<file path="src/rtl/imem_fetch_unit.sv">
// imem_fetch_unit: instruction memory with a registered valid/ready fetch port,
// a program-load write port and per-fetch fault reporting.
// Optional build macro IMEM_PARITY_EN adds one even-parity bit per stored word.
// A fetch whose recomputed parity is wrong reports fault code 11.
module imem_fetch_unit #(
  parameter int unsigned       ADDR_W    = 32,
  parameter int unsigned       DATA_W    = 32,
  parameter int unsigned       DEPTH     = 64,
  parameter string             INIT_FILE = "",
  parameter logic [DATA_W-1:0] NOP_WORD  = 32'h00000013
) (
  input  logic              clk,
  input  logic              rst_n,
  input  logic              req_valid_i,
  output logic              req_ready_o,
  input  logic [ADDR_W-1:0] req_addr_i,
  output logic              rsp_valid_o,
  input  logic              rsp_ready_i,
  output logic [DATA_W-1:0] rsp_data_o,
  output logic [1:0]        rsp_fault_o,
  input  logic              prog_we_i,
  input  logic [ADDR_W-1:0] prog_addr_i,
  input  logic [DATA_W-1:0] prog_data_i,
  output logic              prog_err_o
);

  localparam int unsigned IDX_W  = $clog2(DEPTH);
  localparam int unsigned WIDX_W = ADDR_W - 2;
  // Full-width word-index limit, so high address bits never alias into range.
  localparam logic [WIDX_W-1:0] DEPTH_W = WIDX_W'(DEPTH);

`ifdef IMEM_PARITY_EN
  localparam int unsigned MEM_W = DATA_W + 1;
`else
  localparam int unsigned MEM_W = DATA_W;
`endif

  localparam logic [0:0] S_EMPTY = 1'b0;
  localparam logic [0:0] S_FULL  = 1'b1;

  localparam logic [1:0] FLT_OK  = 2'b00;
  localparam logic [1:0] FLT_MIS = 2'b01;
  localparam logic [1:0] FLT_OOR = 2'b10;
`ifdef IMEM_PARITY_EN
  localparam logic [1:0] FLT_PAR = 2'b11;
`endif

  // Stored word format; with parity the extra MSB makes the whole word XOR to 0.
  function automatic logic [MEM_W-1:0] pack_word(input logic [DATA_W-1:0] d);
`ifdef IMEM_PARITY_EN
    return {^d, d};
`else
    return d;
`endif
  endfunction

  logic [MEM_W-1:0]  mem_q [DEPTH];

  logic [0:0]        state_q, state_d;
  logic [DATA_W-1:0] data_q, data_d;
  logic [1:0]        fault_q, fault_d;
  logic              prog_err_q;

  logic              accept;
  logic              misalign, oor;
  logic [IDX_W-1:0]  fidx, pidx;
  logic [MEM_W-1:0]  rd_word;
  logic              prog_ok;

  assign rsp_valid_o = (state_q == S_FULL);
  assign rsp_data_o  = data_q;
  assign rsp_fault_o = fault_q;
  assign prog_err_o  = prog_err_q;

  // A program write owns the cycle; otherwise accept when the output slot frees up.
  assign req_ready_o = !prog_we_i && (!rsp_valid_o || rsp_ready_i);
  assign accept      = req_valid_i && req_ready_o;

  assign misalign = |req_addr_i[1:0];
  assign oor      = (req_addr_i[ADDR_W-1:2] >= DEPTH_W);
  assign fidx     = req_addr_i[IDX_W+1:2];
  assign pidx     = prog_addr_i[IDX_W+1:2];
  assign prog_ok  = (prog_addr_i[1:0] == 2'b00) && (prog_addr_i[ADDR_W-1:2] < DEPTH_W);

  // Next response word and fault code for an accepted request (priority mis > oor > par).
  always_comb begin
    rd_word = '0;
    data_d  = NOP_WORD;
    fault_d = FLT_OK;
    if (misalign) begin
      fault_d = FLT_MIS;
    end else if (oor) begin
      fault_d = FLT_OOR;
    end else begin
      rd_word = mem_q[fidx];
`ifdef IMEM_PARITY_EN
      if (^rd_word) fault_d = FLT_PAR;
      else          data_d  = rd_word[DATA_W-1:0];
`else
      data_d = rd_word[DATA_W-1:0];
`endif
    end
  end

  // Output slot occupancy: fill on accept, drain on ready without refill.
  always_comb begin
    state_d = state_q;
    case (state_q)
      S_EMPTY: if (accept) state_d = S_FULL;
      S_FULL:  if (rsp_ready_i && !accept) state_d = S_EMPTY;
      default: state_d = S_EMPTY;
    endcase
  end

  // Response register; holds data/fault stable until the next accept.
  always_ff @(posedge clk or negedge rst_n) begin
    if (!rst_n) begin
      state_q <= S_EMPTY;
      data_q  <= '0;
      fault_q <= FLT_OK;
    end else begin
      state_q <= state_d;
      if (accept) begin
        data_q  <= data_d;
        fault_q <= fault_d;
      end
    end
  end

  // Program-port write into the array; dropped writes are flagged below.
  always_ff @(posedge clk) begin
    if (prog_we_i && prog_ok) mem_q[pidx] <= pack_word(prog_data_i);
  end

  // Sticky program error, cleared only by reset.
  always_ff @(posedge clk or negedge rst_n) begin
    if (!rst_n)                    prog_err_q <= 1'b0;
    else if (prog_we_i && !prog_ok) prog_err_q <= 1'b1;
  end

endmodule

</file>
<file path="config.mk">
export PLATFORM = sky130hd
export DESIGN_NAME = imem_fetch_unit
export DESIGN_NICKNAME = d
export VERILOG_FILES = /design/src/rtl/imem_fetch_unit.sv
export SDC_FILE = /design/constraint.sdc
export NUM_CORES = 2
export LEC_CHECK = 0
export BUFFER_PORTS_ARGS = -buffer_cell sky130_fd_sc_hd__buf_2
export CORE_UTILIZATION = 40
export CTS_CLUSTER_DIAMETER = 60
export DETAILED_ROUTE_END_ITERATION = 12
export MAX_ROUTING_LAYER = met4
export PLACE_DENSITY = 0.66
export SYNTH_ARGS = -nofsm -noshare
export SYNTH_HDL_FRONTEND = slang
export SYNTH_SLANG_ARGS = --single-unit
export TNS_END_PERCENT = 30
</file>
<file path="constraint.sdc">
create_clock -name clk -period 2.59 [get_ports clk]
set_clock_uncertainty 0.1 [all_clocks]
set_input_delay 0.518 -clock clk [delete_from_list [all_inputs] [get_ports clk]]
set_output_delay 0.518 -clock clk [all_outputs]
set_load 0.01 [all_outputs]
</file>
# Yosys cells after proc, flatten, opt, wreduce, memory -nomap -nowiden
# Memory sizes are Yosys's and may differ from the RTL's.
# Cells that the tools add are included.
# word_totals
register_bits,36
ramBits,2048
inputBits,101
output_inout_bits,37
elab_cells,30
memories,1
# memory_table
memory,depth,width,read_ports,rd_ports_with_merged_regs,write_ports,line_no,source
mem_q,64,32,1,0,1,57,logic [MEM_W-1:0] mem_q [DEPTH];
# classes
order_cmp,2
mux,9
bitwise_logic,1
n_reduce_logical,13
# op_table
op,count
32-bit two-way mux,2
"30-bit by 7-bit >= comparator with 1-bit output, second input constant",1
"30-bit by 7-bit < comparator with 1-bit output, second input constant",1
1-bit logical AND,6
1-bit logical NOT,4
1-bit two-way mux,4
2-bit two-way mux,2
2-bit logical NOT,1
1-bit case mux with 2 select lines,1
2-bit OR reduction,1
1-bit logical OR,1
1-bit NOT,1

# Longest topological paths before layout
# logic_depth
depth_word,8
ltp_mapped,12
depth_no_buf,6

# Worst setup path before layout
# Ideal clock, no wire load.
# synth_path
kind,in2reg
start,in prog_addr_i[26]
end,"mem mem_q[63][0] (netlist name), enable pin"
setup_time_ns,0.421
arrival_ns,2.965
required_ns,2.069
slack_ns,-0.896
stages,5
n_path_buf,0
path_cell_list,nor4_1 nand4_1 nor3_1 nand4_1 nor2_1
# synth_between
elab_chain_len,5
# synth_rtl
item,line_no,source
start: declaration,22,"input logic [ADDR_W-1:0] prog_addr_i,"
30-bit by 7-bit < comparator with 1-bit output,83,assign prog_ok = (prog_addr_i[1:0] == 2'b00) && (prog_addr_i[ADDR_W-1:2] < DEPTH_W);
1-bit logical AND,83,
1-bit logical AND,132,if (prog_we_i && prog_ok) mem_q[pidx] <= pack_word(prog_data_i);
1-bit two-way mux,132,
1-bit two-way mux (implied by the code),132,
end: declaration,57,
# Every way passes these cells.

# Worst setup path after layout
# layout_path
start,"reg state_q, in the netlist rsp_valid_o"
end,"reg data_q[15], in the netlist rsp_data_o[15]"
# layout_between
elab_chain_len,4
# layout_rtl
item,line_no,source
start: declaration,59,"logic [0:0] state_q, state_d;"
start signal: assignment,122,state_q <= state_d;
1-bit logical NOT,76,assign req_ready_o = !prog_we_i && (!rsp_valid_o || rsp_ready_i);
1-bit logical OR,76,
1-bit logical AND,76,
1-bit logical AND,77,assign accept = req_valid_i && req_ready_o;
end signal: assignment,124,data_q <= data_d;
end: declaration,60,"logic [DATA_W-1:0] data_q, data_d;"
# Every way passes these cells.
# A chain may end at the register's enable or synchronous reset.

==> out/metrics.yaml <==
status:
  outcome: "finished, violations left"
  failed_checks: "antenna violations"
synth:
  synth_area_mm2: 0.0798
  synth_flop_cell: "edfxtp_1"
  synth_largest_area_cell: "edfxtp_1"
  synth_top_area_share: 0.771
  ys_seq_elements: 2084
  syn_avg_cell_area_um2: 22.0
  postSynthNetCount: 3721
  syn-instance-count: 3620
  yosys.cell_types.count: 65
  async_flop_share: 0.0173
  synthTopCellsByArea: "edfxtp_1 77%, mux4_2 12%, mux2i_1 2.3%"
  synthTopCellsByCount: "2048 x edfxtp_1, 439 x mux4_2, 181 x mux2i_1, 109 x nor2_1, 89 x nand2_1"
  synth_edf_count: 2048
  ys_warn_count: 0
  synth_seq_area_share: 0.782
  yosysMostFrequentCell: "edfxtp_1"
worst_setup_path:
  start_kind: "register"
  r2r_slack_ns: 0.01
  critPathKind: "reg2reg"
  critPathCaptureType: "register"
  r2r_start: "rsp_valid_o"
  rr_worst_depth: 7
  worstPathRequired_ns: 3.26
  r2r-end: "rsp_data_o[15]"
  crit_fanout: 5
  crit_arrival_ns: 3.25
power:
  peakVddDrop_v: 0.000543
  switching_power_mw: 14.8
  p_leak_nw: 31.6
  totalPowerFinal_mw: 70.2
  switching_share: 0.211
  seqPwrFrac: 0.528
  p_comb_frac: 0.052
  p_per_area_mw_per_mm2: 723
  clkPwrFrac: 0.421
  internal_power_mw: 55.4
cts:
  cts_buffers: 200
  cts_tree: "yes"
  clockRootBuffer: "clkbuf_16"
  cts_buffer_depth: 3
  insertion_delay_ns: 0.85
  clkSinkCount: 2084
  clkTransAtPathRegs_ns: 0.06
  cts_max_level: 4
flow_run:
  drv_cap: 0
place:
  gp_congestion: 0.854
  placed_cells: 6812
  place_hpwl_mm: 146
  io_buffers: 137
die:
  die_h_um: 449
  dieArea_mm2: 0.201
  core_mm2: 0.198
  rows: 163
  die_w_um: 449
  ioPinCount: 138
  start_util: 0.403
global_route:
  grt_antenna_before_repair: 19
  grt_first_pass_wirelength_mm: 325
  grt_pass1_vias: 42293
  grt_overflow_total: 0
  track_usage: 0.236
  grt_max_degree: 65
final_layout:
  final_util: 0.491
  finalNonFillerCells: 7224
  drive_gt1_frac: 0.354
  final_nets: 4492
  syn2layout_area_growth_pct: 21.7
detailed_routing:
  vias: 42699
  drt-total-wl_mm: 232
  drcViolationCount: 0
  ant_nets: 1
  drtPass1Iterations: 5
  drt_iter0_markers: 5266
  wl_per_cell_um: 32.1
  drt-vias-per-instance: 5.91
hold_path:
  hold_path.class: "in2reg"
  hp-start: "prog_data_i[11]"
  whs_endpoint: "mem_q[36][11]"
  worst_hold_path.num_cells: 2
sta:
  fin_crit_ns: 2.58
  tightestPinTransition_ns: 1.20
  rsz0062_at_grt: "yes"
  hold_viol_final: 0
  relSlewSlack: 0.195
  timing.final.crit_share: 0.995
  max_freq_ghz: 0.388
  final.setup.tns_ns: 0
  finalSetupViolCount: 0
  drv_slew: 0
==> power by group through the flow <==
stage	clock network, mW	registers (mW)	logic (mW)
3_5_place_dp	0	37.7	3.59
3_3_place_gp	0	37.7	3.53
6_report	29.5	37.0	3.64
5_1_grt	31.0	37.0	3.81
4_1_cts	29.8	37.0	3.62
2_1_floorplan	0	37.7	1.64
==> routing by layer <==
| metal | wire length (µm) | GRT usage | vias up |
|---|---|---|---|
| li1 | - | - | 16993 |
| met1 | 88500 | 0.309 | 22838 |
| met2 | 112000 | 0.368 | 2450 |
| met3 | 23000 | 0.0455 | 418 |
| met4 | 8770 | 0.0843 | 0 |
| met5 | 0 | - | - |
==> layout by cell type, fill, tap and decap left out, drive strengths merged, types with 11 or more instances in the layout <==
master / count
nand2b: 13
mux4: 446
a22oi: 42
buf: 753
bufinv: 22
dlygate4sd3: 13
clkinv: 90
a21oi: 45
mux2i: 181
edfxtp: 2048
o21ai: 44
inv: 11
o211ai: 15
diode: 22
o22ai: 56
dfrtp: 36
a221oi: 36
mux2: 29
a2111oi: 15
o221ai: 14
a22o: 12
nor2: 109
nor3: 14
a31oi: 13
clkbuf: 249
nand2: 89
a211oi: 17
nor4: 18
nand3: 23
nor2b: 21
==> flip-flops by register name (all words and copies together) (netlist names) <==
name	cells
mem_q	2048
prog_err_o	1
rsp_fault_o	2
rsp_valid_o	1
rsp_data_o	32
==> stage by stage <==
| stage | hold WS [ns] | setup WS [ns] | area, µm² |
|---|---|---|---|
| global placement | 0.353 | -0.959 | 90100 |
| floorplan | 0.122 | -0.539 | 80100 |
| global route | 0.0475 | -0.0365 | 97100 |
| detailed placement | 0.355 | -0.875 | 90100 |
| CTS | 0.00891 | -0.123 | 96900 |
| finish | 0.0650 | 0.0131 | 97100 |
==> cell families (layout without fill, tap and decap cells) <==
| logic type | after synthesis | count (layout) | share of synthesized area |
|---|---|---|---|
| compound gates | 353 | 353 | 0.0315 |
| other cells | 0 | 22 | 0 |
| flops | 2084 | 2084 | 0.782 |
| buf+inv | 205 | 1147 | 0.0143 |
| simple gates | 322 | 322 | 0.0190 |
| mux | 656 | 656 | 0.153 |
==> critical path, cell delays in order (launching register included) <==
cell and delay, ns:
dfrtp_1 0.38, nor2b_4 0.13, or4_4 0.43, or3_4 0.40, buf_12 0.16, buf_8 0.13, a311oi_4 0.52, a32o_1 0.25
==> cell type report <==
type	instances	area, µm²
Timing Repair Buffer	766	7730
Inverter	8	30.0
Tap cell	2640	3300
Multi-Input combinational cell	1331	16900
Antenna cell	22	55.1
Sequential cell	2084	62400
Clock inverter	124	1330
Clock buffer	249	5320
Fill cell	15773	101000
==> how the worst max path moves through the flow <==
stage | from | endpoint | slack, ns | depth (start not counted)
after global routing | rsp_valid_o | rsp_data_o[15] | -0.04 | 7
after floorplan | prog_addr_i[1] | mem_q[15][0] | -0.54 | 5
after global placement | req_addr_i[2] | rsp_data_o[2] | -0.96 | 11
after CTS | rsp_valid_o | rsp_data_o[2] | -0.12 | 8
after detailed placement | req_addr_i[2] | rsp_data_o[24] | -0.88 | 9
final | rsp_valid_o | rsp_data_o[15] | 0.01 | 7
==> timing repair <==
action,CTS,global route
hold buffers,13,0
endpoints found under the hold margin,55,0
setup buffers,0,4
setup endpoints to repair,8,15
pin swaps,0,5
resized for setup,14,14
(Power assumes the default switching activity.)
